### config.mk
export PLATFORM = sky130hd
export DESIGN_NAME = l1_arbiter
export DESIGN_NICKNAME = d
export VERILOG_FILES = /design/src/rtl/l1_arbiter.sv
export SDC_FILE = /design/constraint.sdc
export NUM_CORES = 1
export LEC_CHECK = 0
export BUFFER_PORTS_ARGS = -buffer_cell sky130_fd_sc_hd__buf_2
export CORE_AREA = 3 3 272 274
export DETAILED_ROUTE_END_ITERATION = 16
export DIE_AREA = 0 0 275 277
export GPL_TIMING_DRIVEN = 1
export PLACE_DENSITY = 0.52
export SETUP_SLACK_MARGIN = 0.5
export SYNTH_ARGS = -nofsm -noshare
export SYNTH_HDL_FRONTEND = slang
export SYNTH_SLANG_ARGS = --single-unit
export TNS_END_PERCENT = 30
### constraint.sdc
create_clock -name clk -period 5.9 [get_ports clk]
set_input_delay 0.885 -clock clk [delete_from_list [all_inputs] [get_ports clk]]
set_output_delay 0.885 -clock clk [all_outputs]
set_load 0.01 [all_outputs]
### src/rtl/l1_arbiter.sv
// Round-robin arbiter merging icache fills and dcache fills/writebacks onto one L2 port.
// One transaction in flight; address/data latched at grant; response pulse one cycle after l2_resp.
module l1_arbiter #(
    parameter int ADDR_WIDTH = 16,
    parameter int LINE_WIDTH = 128
) (
    input  logic                  clk,
    input  logic                  rst_n,
    input  logic                  i_read,
    input  logic [ADDR_WIDTH-1:0] i_addr,
    output logic [LINE_WIDTH-1:0] i_rdata,
    output logic                  i_resp,
    input  logic                  d_read,
    input  logic                  d_write,
    input  logic [ADDR_WIDTH-1:0] d_addr,
    input  logic [LINE_WIDTH-1:0] d_wdata,
    output logic [LINE_WIDTH-1:0] d_rdata,
    output logic                  d_resp,
    output logic                  l2_read,
    output logic                  l2_write,
    output logic [ADDR_WIDTH-1:0] l2_addr,
    output logic [LINE_WIDTH-1:0] l2_wdata,
    input  logic [LINE_WIDTH-1:0] l2_rdata,
    input  logic                  l2_resp
);

    typedef enum logic [2:0] {IDLE, SERVE_I, SERVE_D, RESP_I, RESP_D} state_t;

    state_t                state_q, state_d;
    logic                  last_d_q, last_d_d;
    logic                  d_wr_q, d_wr_d;
    logic [ADDR_WIDTH-1:0] l2_addr_q, l2_addr_d;
    logic [LINE_WIDTH-1:0] l2_wdata_q, l2_wdata_d;
    logic [LINE_WIDTH-1:0] i_rdata_q, i_rdata_d;
    logic [LINE_WIDTH-1:0] d_rdata_q, d_rdata_d;
    logic                  d_pend;

    always_ff @(posedge clk or negedge rst_n) begin
        if (!rst_n) begin
            state_q    <= IDLE;
            last_d_q   <= 1'b0;
            d_wr_q     <= 1'b0;
            l2_addr_q  <= '0;
            l2_wdata_q <= '0;
            i_rdata_q  <= '0;
            d_rdata_q  <= '0;
        end else begin
            state_q    <= state_d;
            last_d_q   <= last_d_d;
            d_wr_q     <= d_wr_d;
            l2_addr_q  <= l2_addr_d;
            l2_wdata_q <= l2_wdata_d;
            i_rdata_q  <= i_rdata_d;
            d_rdata_q  <= d_rdata_d;
        end
    end

    always_comb begin
        state_d    = state_q;
        last_d_d   = last_d_q;
        d_wr_d     = d_wr_q;
        l2_addr_d  = l2_addr_q;
        l2_wdata_d = l2_wdata_q;
        i_rdata_d  = i_rdata_q;
        d_rdata_d  = d_rdata_q;
        d_pend     = d_read | d_write;
        case (state_q)
            IDLE: begin
                // On a tie the icache wins only if the dcache had the previous grant.
                if (i_read && (!d_pend || last_d_q)) begin
                    state_d   = SERVE_I;
                    last_d_d  = 1'b0;
                    l2_addr_d = i_addr;
                end else if (d_pend) begin
                    state_d    = SERVE_D;
                    last_d_d   = 1'b1;
                    l2_addr_d  = d_addr;
                    l2_wdata_d = d_wdata;
                    d_wr_d     = d_write;
                end
            end
            SERVE_I: begin
                if (l2_resp) begin
                    i_rdata_d = l2_rdata;
                    state_d   = RESP_I;
                end
            end
            SERVE_D: begin
                if (l2_resp) begin
                    if (!d_wr_q) begin
                        d_rdata_d = l2_rdata;
                    end
                    state_d = RESP_D;
                end
            end
            RESP_I:  state_d = IDLE;
            RESP_D:  state_d = IDLE;
            default: state_d = IDLE;
        endcase
    end

    assign l2_read  = (state_q == SERVE_I) || ((state_q == SERVE_D) && !d_wr_q);
    assign l2_write = (state_q == SERVE_D) && d_wr_q;
    assign l2_addr  = l2_addr_q;
    assign l2_wdata = l2_wdata_q;
    assign i_rdata  = i_rdata_q;
    assign d_rdata  = d_rdata_q;
    assign i_resp   = (state_q == RESP_I);
    assign d_resp   = (state_q == RESP_D);

endmodule

==> results of run 1 <==
[routing by layer]
metal	track usage (%)	wire, µm
met1	12.2	16900
met2	21.8	24800
met4	5.02	1740
met5	0	18
met3	4.65	4920
[report_power, final]
group	leakage, nW	internal (mW)	total [mW]	switching (mW)
clock network	0.768	1.78	2.90	1.12
registers	4.83	4.21	4.93	0.729
logic	4.51	2.49	4.93	2.44
[synth_stat cells]
| master | instances | area [µm²] |
|---|---|---|
| nor3_2 | 1 | 10.0 |
| buf_4 | 1 | 7.51 |
| nand2_1 | 2 | 7.51 |
| nand3_1 | 16 | 80.1 |
| o21ba_2 | 1 | 10.0 |
| o211ai_1 | 1 | 7.51 |
| nor2_1 | 5 | 18.8 |
| nand2b_1 | 3 | 18.8 |
| o21ai_0 | 16 | 80.1 |
| inv_1 | 1 | 3.75 |
| nor3b_1 | 2 | 15.0 |
| buf_6 | 12 | 135 |
| a21oi_1 | 19 | 95.1 |
| nor2b_1 | 1 | 6.26 |
| o21bai_2 | 1 | 11.3 |
| clkbuf_1 | 10 | 37.5 |
| or3_4 | 1 | 11.3 |
| nor3_1 | 3 | 15.0 |
| a31oi_1 | 16 | 100 |
| a2bb2oi_1 | 1 | 8.76 |
| a22o_1 | 2 | 17.5 |
| a211oi_4 | 1 | 20.0 |
| clkbuf_8 | 3 | 41.3 |
| a2111oi_0 | 1 | 8.76 |
| buf_2 | 28 | 140 |
| or3_1 | 1 | 6.26 |
| o21a_1 | 1 | 7.51 |
| dfrtp_1 | 405 | 10100 |
| mux2_2 | 384 | 4320 |
[state kept, by name (all words and copies together) (netlist names)]
register  flops
l2_addr      16
d_rdata     128
last_d_q      1
i_rdata     128
state_q       3
l2_wdata    128
d_wr_q        1
[worst max path at each step]
stage               startpoint     endpoint  slack (ns)  cells after the start
finish              state_q[0]     l2_write        3.20                      3
global route        state_q[0]     l2_write        2.96                      3
global placement       l2_resp  i_rdata[63]        3.04                      5
floorplan              d_write  l2_wdata[0]        3.78                      5
detailed placement     l2_resp  i_rdata[77]        2.99                      5
CTS                 state_q[0]     l2_write        3.10                      3
[per-stage QoR]
stage	power, mW	instances
floorplan	7.74	939
global placement	9.88	2541
detailed placement	10.0	2541
CTS	13.0	2624
global route	13.6	2630
finish	12.8	2632
[cells by family after synthesis]
family | Yosys count | share of synthesized area (%)
AO/OA/AOI/OAI | 60 | 2.38
AND/OR/NAND/NOR | 35 | 1.23
buffers and inverters | 55 | 2.38
multiplexers | 384 | 28.1
flip-flops | 405 | 65.9
[final cells by class]
class                           count  area, µm²
Multi-Input combinational cell    479       4900
Fill cell                        7373      50200
Clock buffer                       73       1430
Tap cell                          950       1190
Antenna cell                        8       20.0
Clock inverter                     10        125
Timing Repair Buffer              706       3630
Sequential cell                   405      10100
Inverter                            1       3.75
==> metrics.txt, run 1 <==
Final TNS setup 0 ns; worst r2r src state_q[1]; gr usage total 12.0%; vias in the first global route 11604; synth warn 0; Crit Path Max Fanout 9; CP Buf/Inv Count 1; Clock Tree Buf Depth 3; status completed; Final Instance Area roughly 21000 µm²; cell family with most CP delay simple AND/OR/NAND/NOR gates; dpl cell area just under 20000 µm²; clk root buf clkbuf_16; synthesized area 15400 µm²; CP Cell Sequence nand2b_1 -> nor3b_1 -> buf_2; antenna-violating nets left 0; R2R Path End i_rdata[59]; share of cells above drive strength 1 roughly 70%; Setup WS post-layout around 3.2 ns; pin count of the biggest net entering global routing 149; crit end category primary output; Worst-Margin Slew approximately 1.1 ns; Port Buffers between 600 and 700; Initial Util a little over a fifth; commonest non-fill, non-tap cell in the layout buf_2; pre-CTS setup slack roughly 3 ns; Ports 698; total grt overflow 0; Setup violations, final 0; slowest stage delay, CP between 0.4 and 0.5 ns; Slew Limit Fails 0; routed wire length approximately 48000 µm; Avg WL per Cell about 18 µm; Avg Cell Area, Syn 16.4 µm²; cells after synthesis 939; Site Rows 98; Hold WS 0.401 ns; CTS Buf Count 47; clock-pin transition on the worst setup and hold timing paths roughly 0.060 ns; max cap viols 0; Via density 4.06; Syn Nets approximately 1200; Crit-path slowest cell dfrtp_1; Die Width about 280 µm; Peak VDD IR roughly 0.29 mV; iteration count of the initial detailed-routing pass 4; RSZ-0062 raised after global routing false; Layout area overhead 39.3%; required time of the critical path ~5.0 ns; Iter 0 DRT Violations roughly 440; Max Clock Freq around 0.37 GHz; leakage power between 10 and 15 nW; RePlAce Congestion 0.799; R2R setup slack about 3.4 ns; H-tree lvl count 2; Hold Violations, Final 0; first-pass GRT wire length ~70000 µm; number of gates resized after cts 0; initial antenna violation count 11; Final Skew around 0.015 ns; nets@finish 1934; Die Area around 76000 µm²; minimum clock period 2.70 ns; vias post-DR around 11000; die height between 200 and 300 µm; worst r2r path cells 4; Remaining DRCs 0; clk sinks about 400; CP Data Arrival Time between 1.5 and 2 ns; startpoint types register; DP HPWL 36100 µm; clk_lat worst skew ~0.56 ns; final clock period utilization by the worst path between 40 and 50%; Final Util approximately 30%; post-synthesis cell type count 29; min-delay worst type primary input to asynchronous set/reset pin; synthesized flop and latch total 405; CTS Hold Bufs 0; TritonCTS clock tree built; Setup CP Type register to primary output; pwr dens between 500 and 600 nW/µm²; total core area between 70000 and 80000 µm²; Max-slew headroom between 20 and 25%; most frequent cells in the layout buf_2 (696), dfrtp_1 (405), mux2_2 (384); Post-CTS Setup Repair Bufs 0; Seq/Total Area, Yosys about two thirds
Note: power is estimated with default switching activity, not from simulation.
==> run 2, diff against run 1 <==
--- a/config.mk
+++ b/config.mk
@@ -5,12 +5,13 @@
 export SDC_FILE = /design/constraint.sdc
 export NUM_CORES = 1
 export LEC_CHECK = 0
+export ABC_AREA = 1
 export BUFFER_PORTS_ARGS = -buffer_cell sky130_fd_sc_hd__buf_2
-export CORE_AREA = 3 3 272 274
+export CORE_AREA = 3 3 268 270
 export DETAILED_ROUTE_END_ITERATION = 16
-export DIE_AREA = 0 0 275 277
+export DIE_AREA = 0 0 271 273
 export GPL_TIMING_DRIVEN = 1
-export PLACE_DENSITY = 0.52
+export PLACE_DENSITY = 0.54
 export SETUP_SLACK_MARGIN = 0.5
 export SYNTH_ARGS = -nofsm -noshare
 export SYNTH_HDL_FRONTEND = slang
==> constraint.sdc (replaced) <==
create_clock -name clk -period 2.3 [get_ports clk]
set_input_delay 0.345 -clock clk [delete_from_list [all_inputs] [get_ports clk]]
set_output_delay 0.345 -clock clk [all_outputs]
set_load 0.01 [all_outputs]
==> metrics.txt, run 2 <==
dpl cell area 20400 µm² (+2.6%); Final TNS setup 0 ns (unchanged); Iter 0 DRT Violations 735 (+66%); share of cells above drive strength 1 32.4% (-37 points); final non-filler cell total 3526 (+34%); number of synthesized flops with an enable pin 0 (unchanged); Die Area 74000 µm² (-2.9%); synthesized flop and latch total 405 (unchanged); Seq/Total Area, Yosys 64.8% (-1.1 points); prevailing post-synth register cell dfrtp_1; Via density 4.12 (+1.4%); post-synthesis xor/xnor area fraction 0% (unchanged); H-tree lvl count 2 (unchanged); post-synthesis simple-gate area fraction 19.2% (+18 points); RSZ-0062 raised after global routing true; Die Width 271 µm (-1.5%); Max Clock Freq between 0.5 and 0.6 GHz; share of the synthesized area in the top cell type 64.8% (-1.1 points); minimum clock period 1.83 ns; Hold Violations, Final 0 (unchanged); DP HPWL 40600 µm (+13%); Setup violations, final 0 (unchanged); CTS Buf Count 46 (-2.1%); Clock Tree Buf Depth 3 (unchanged); Remaining DRCs 0 (unchanged); min-delay worst type primary input to register; vias in the first global route 14985 (+29%); met3 Use GR 4.07% (-0.58 points); gr busiest metal met2; Setup CP Type register to primary output; iteration count of the initial detailed-routing pass 5 (+1); startpoint types register; Final Skew 0.0123 ns (-0.00251 ns); Internal 19.8 mW (+130%); antenna-violating nets left 0 (unchanged); die height 273 µm (-1.4%); initial antenna violation count 0 (-11); post-synthesis mux area share 0% (-28 points); placed cells 3253 (+28%); sw power 12.9 mW (+200%); Ports 698 (unchanged); met1 usage 16.8% (+4.5 points); Layout area overhead 52.1%; vias post-DR 14524 (+36%); Max-slew headroom 64.9% (+40 points); met2 Usage GRT 25.7% (+3.9 points); Crit Path Max Fanout 4 (-5); post-synthesis compound-gate area fraction 8.87% (+6.5 points); clock power share 21.7% (-1.0 points); clk_lat worst skew 0.56 ns (about the same); synth warn 0 (unchanged); total grt overflow 0 (unchanged); switching share of power 39.4% (+5.8 points); Worst-Margin Slew 0.526 ns (-0.603 ns); Comb power frac 40.3% (+1.7 points); RePlAce Congestion 0.832 (+4.1%); Setup WS post-layout 0.465 ns (-2.73 ns); routed wire length 56400 µm (+17%); cell with the most instances after synthesis nand2_1; nets@finish 2846 (+47%); pre-CTS setup slack 0.512 ns (-2.47 ns); Slew Limit Fails 0 (unchanged); pin count of the biggest net entering global routing 99 (-34%); Flop pwr share 38.0% (-0.6 points); cells after synthesis 1674 (+78%); TritonCTS clock tree built; Site Rows 97 (-1.0%); synthesized area 15600 µm² (+1.7%); Fill cells 7251 (-1.7%); CP Data Arrival Time 1.49 ns (-0.33 ns); Peak VDD IR 0.953 mV (+230%); async set-reset flop share out of synthesis 100% (unchanged); clk sinks 405 (unchanged); Initial Util 22.4% (+0.93 points); first-pass GRT wire length 86600 µm (+22%); Tot Pwr 32.7 mW (+160%); final clock period utilization by the worst path between 70% and 80%; top cells by area, synth dfrtp_1 (65%), nand2_1 (11%), o21ai_0 (4.7%); main combinational cell family by area after synthesis simple AND/OR/NAND/NOR gates; Avg WL per Cell 16.0 µm (-13%); clock-pin transition on the worst setup and hold timing paths 0.06 ns (about the same); Final Instance Area 23800 µm² (+11%); # diodes 0 (-8); post-synthesis cell type count 18 (-38%); status completed; Yosys top cell by area dfrtp_1; crit end category primary output; leakage power 12.7 nW (+25%); gr usage total 14.7% (+2.7 points); Port Buffers 697 (unchanged); adder-cell share of the synthesized area 0% (unchanged); Syn Nets 1968 (+60%); commonest non-fill, non-tap cell in the layout buf_2; total core area 69800 µm² (-2.5%); required time of the critical path 1.96 ns (-3.06 ns); Avg Cell Area, Syn 9.34 µm² (-43%); clk root buf clkbuf_16; pwr dens 1380 nW/µm² (+130%); Post-synth top cells nand2_1 (459), dfrtp_1 (405), o21ai_0 (148); most frequent cells in the layout buf_2 (693), nand2_1 (458), dfrtp_1 (404); max cap viols 0 (unchanged)
-- run 2: changes by cell type in the layout (fill, tap and decap cells not counted), sizes merged, moves of 131 or more --
cell	delta
dlygate4sd3	+184
inv	+140
mux2	-384
nand2	+459
nand3	+131
o21ai	+132
-- run 2: layout make-up --
class	count	area, µm²	area share (%)
clock buffers	69	1330	5.58
clock inverters	13	115	0.484
inverters	139	522	2.19
multi-input cells	1022	4480	18.8
flip-flops and latches	405	10100	42.6
well taps	940	1180	4.95
repair buffers	938	6020	25.3
-- run 2: path summary, 6_finish.rpt --
kind | start | to | slack [ns] | cells after the start
min | l2_rdata[59] | i_rdata[59] | 0.04 | 3
max | state_q[2] | l2_read | 0.47 | 4
min in group asynchronous | rst_n | i_rdata[5] | 0.31 | 2
min reg2reg | l2_wdata[37] | l2_wdata[37] | 0.46 | 2
max reg2reg | state_q[2] | l2_wdata[74] | 0.56 | 7
max in group asynchronous | rst_n | l2_addr[14] | 1.18 | 3
-- run 2: worst max-delay path, stage by stage, from the launching register on --
cell and delay (ns):
dfrtp_1 0.38, inv_2 0.11, nand3_4 0.11, o21ai_4 0.18
buf_6 0.13
-- run 2: per-stage QoR --
step	hold WS, ns	util (%)
final	0.0422	34.1
after global routing	0.0110	34.1
after CTS	0.00145	34.0
after detailed placement	0.320	29.2
after global placement	0.319	29.2
after floorplan	0.0494	-
-- run 2: power groups by stage --
stage	registers [mW]	clock network (mW)	logic, mW
after floorplan	14.0	0	5.23
after global placement	12.4	0	12.8
after detailed placement	12.4	0	13.0
after CTS	12.4	7.39	13.3
after global routing	12.9	7.68	14.7
final	12.4	7.10	13.2
-- run 2: cells by family (layout without fill, tap and decap cells) --
kind of cell,Yosys count,after routing
AND/OR/NAND/NOR,745,745
AO/OA/AOI/OAI,277,277
buffers and inverters,247,1159
flip-flops,405,405
-- run 2: what timing repair did --
action / 4_1_cts / 5_1_grt
pin swaps: 1 / 3
hold endpoints to repair: 213 / 0
hold buffers: 184 / 0
gates resized for setup: 10 / 10
endpoints found under the setup margin: 5 / 208
setup buffers: 2 / 5
-- run 2: per-layer routing --
layer | up-vias | wire length, µm | part of all wire, %
li1 | 7041 | - | -
met1 | 6745 | 21700 | 38
met2 | 608 | 27600 | 49
met3 | 130 | 4380 | 7.8
met4 | 0 | 2680 | 4.8
met5 | - | 0 | 0
==> run 3, diff against run 2 <==
--- a/config.mk
+++ b/config.mk
@@ -5,13 +5,13 @@
 export SDC_FILE = /design/constraint.sdc
 export NUM_CORES = 1
 export LEC_CHECK = 0
-export ABC_AREA = 1
+export ABC_AREA = 0
 export BUFFER_PORTS_ARGS = -buffer_cell sky130_fd_sc_hd__buf_2
-export CORE_AREA = 3 3 268 270
+export CORE_AREA = 3 3 270 272
 export DETAILED_ROUTE_END_ITERATION = 16
-export DIE_AREA = 0 0 271 273
+export DIE_AREA = 0 0 273 275
 export GPL_TIMING_DRIVEN = 1
-export PLACE_DENSITY = 0.54
+export PLACE_DENSITY = 0.52
 export SETUP_SLACK_MARGIN = 0.5
 export SYNTH_ARGS = -nofsm -noshare
 export SYNTH_HDL_FRONTEND = slang
==> constraint.sdc (replaced) <==
create_clock -name clk -period 1.78 [get_ports clk]
set_input_delay 0.267 -clock clk [delete_from_list [all_inputs] [get_ports clk]]
set_output_delay 0.267 -clock clk [all_outputs]
set_load 0.01 [all_outputs]
==> metrics.txt, run 3 (same netlist as run 1, synthesis figures left out) <==
required time of the critical path 2.22 ns (+0.26 ns); failing checks negative setup slack; share of cells above drive strength 1 62.3% (+30 points); Avg WL per Cell 19.2 µm (+20%); Hold WS 0.0598 ns (+0.0176 ns); pwr dens 1810 nW/µm² (+32%); Max Clock Freq between 0.4 and 0.5 GHz; Via density 4.13 (+0.33%); Crit-path slowest cell dfrtp_1; pin count of the biggest net entering global routing 49 (-51%); TritonCTS clock tree built; first-pass GRT wire length 85400 µm (-1.4%); Hold Violations, Final 0 (unchanged); clk_lat worst skew 0.56 ns (about the same); slowest stage delay, CP 0.38 ns (about the same); crit end category register; final clock period utilization by the worst path 116%; nets@finish 2335 (-18%); Die Area 75100 µm² (+1.5%); clk root buf clkbuf_16; min-delay worst type primary input to register; leakage power 12.9 nW (+1.8%); clk sinks 405 (unchanged); CTS Buf Count 47 (+2.2%); Slew Limit Fails 0 (unchanged); Worst-Margin Slew 0.540 ns (+0.0140 ns); Max-slew headroom 64.0% (-0.93 points); Final Skew 0.0197 ns (+0.00738 ns); Port Buffers 697 (unchanged); Iter 0 DRT Violations 445 (-39%); total core area 71000 µm² (+1.7%); Layout area overhead 75.3%; total grt overflow 0 (unchanged); max cap viols 0 (unchanged); die height 275 µm (+0.73%); H-tree lvl count 2 (unchanged); Initial Util 21.7% (-0.74 points); commonest non-fill, non-tap cell in the layout buf_2; DP HPWL 40800 µm (+0.49%); Clock Tree Buf Depth 3 (unchanged); Setup CP Type register to register; vias post-DR 12506 (-14%); Setup violations, final 259 (+259); RSZ-0062 raised after global routing true; clock-pin transition on the worst setup and hold timing paths 0.06 ns (about the same); gr usage total 14.7% (-0.067 points); CP Cell Sequence buf_4 -> or3_4 -> a211oi_4 -> buf_6 -> buf_12 -> bufbuf_16 -> mux2_4; Remaining DRCs 0 (unchanged); initial antenna violation count 3 (+3); antenna-violating nets left 0 (unchanged); vias in the first global route 14107 (-5.9%); Crit Path Max Fanout 9 (+5); most frequent cells in the layout buf_2 (694), dfrtp_1 (405), dlygate4sd3_1 (288); startpoint types register; Peak VDD IR 0.884 mV (-7.2%); iteration count of the initial detailed-routing pass 4 (-1); Setup WS post-layout -0.287 ns (-0.753 ns); Site Rows 98 (+1.0%); Ports 698 (unchanged); Final TNS setup -45.65 ns (-45.65 ns); RePlAce Congestion 0.838 (+0.72%); Final Util 38.0% (+3.9 points); Die Width 273 µm (+0.74%); minimum clock period a little over 2 ns; routed wire length 58200 µm (+3.2%); status finished with violations; CP Data Arrival Time 2.51 ns (+1.02 ns)
==> run 3: layer usage <==
layer | share of wire [%] | vias to the layer above | routed length (µm) | global-route usage, %
met2 | 50 | 474 | 29400 | 25.5
met4 | 3.8 | 4 | 2240 | 6.52
li1 | - | 5568 | - | -
met3 | 6.9 | 131 | 4000 | 3.94
met1 | 39 | 6329 | 22600 | 16.9
met5 | 0.046 | - | 27 | 0
==> run 3: layout make-up <==
| class | instances | area (µm²) |
|---|---|---|
| repair buffers | 1107 | 8300 |
| fillers | 6718 | 44000 |
| multi-input cells | 479 | 5730 |
| inverters | 1 | 3.75 |
| clock buffers | 72 | 1450 |
| clock inverters | 11 | 159 |
| diodes | 1 | 2.50 |
| flip-flops and latches | 405 | 10100 |
| well taps | 950 | 1190 |
==> run 3: final timing paths <==
check / from / end / slack [ns] / cells past startpoint
min in group asynchronous: rst_n / l2_wdata[57] / 0.27 / 2
worst max register to register: state_q[0] / l2_wdata[88] / -0.29 / 7
worst max-delay path: state_q[0] / l2_wdata[88] / -0.29 / 7
worst min register to register: i_rdata[88] / i_rdata[88] / 0.50 / 1
max in group asynchronous: rst_n / d_rdata[108] / 0.83 / 3
worst min-delay path: i_addr[11] / l2_addr[11] / 0.06 / 3
==> run 3: what timing repair did <==
action                                  CTS  global route
pin swaps                                 3             4
gates resized for setup                 166            95
gates cloned                             14             1
hold buffers                            288             0
buffers inserted                         22             2
endpoints found under the hold margin   430             0
endpoints found under the setup margin  806           808
==> run 3: power breakdown <==
| part | internal (mW) | switching (mW) |
|---|---|---|
| combinational | 12.5 | 9.65 |
| clock | 6.16 | 3.84 |
| sequential | 14.0 | 2.78 |
==> run 3: stage by stage <==
| stage | area, µm² | cells | setup WS (ns) | power [mW] |
|---|---|---|---|---|
| 2_1_floorplan | 15600 | 939 | -0.0930 | 26.3 |
| 3_3_place_gp | 20800 | 2615 | -0.121 | 34.6 |
| 3_5_place_dp | 20800 | 2615 | -0.134 | 35.0 |
| 4_1_cts | 26500 | 3022 | -0.335 | 48.5 |
| 5_1_grt | 27000 | 3026 | -0.340 | 51.5 |
| 6_report | 27000 | 3026 | -0.287 | 48.9 |
==> run 3: critical path, delay by kind of cell, from the launching register on <==
kind	cells	cell delay (ns)
mux	1	0.29
buf+inv	4	0.72
flops	1	0.38
simple gates	1	0.37
compound gates	1	0.17
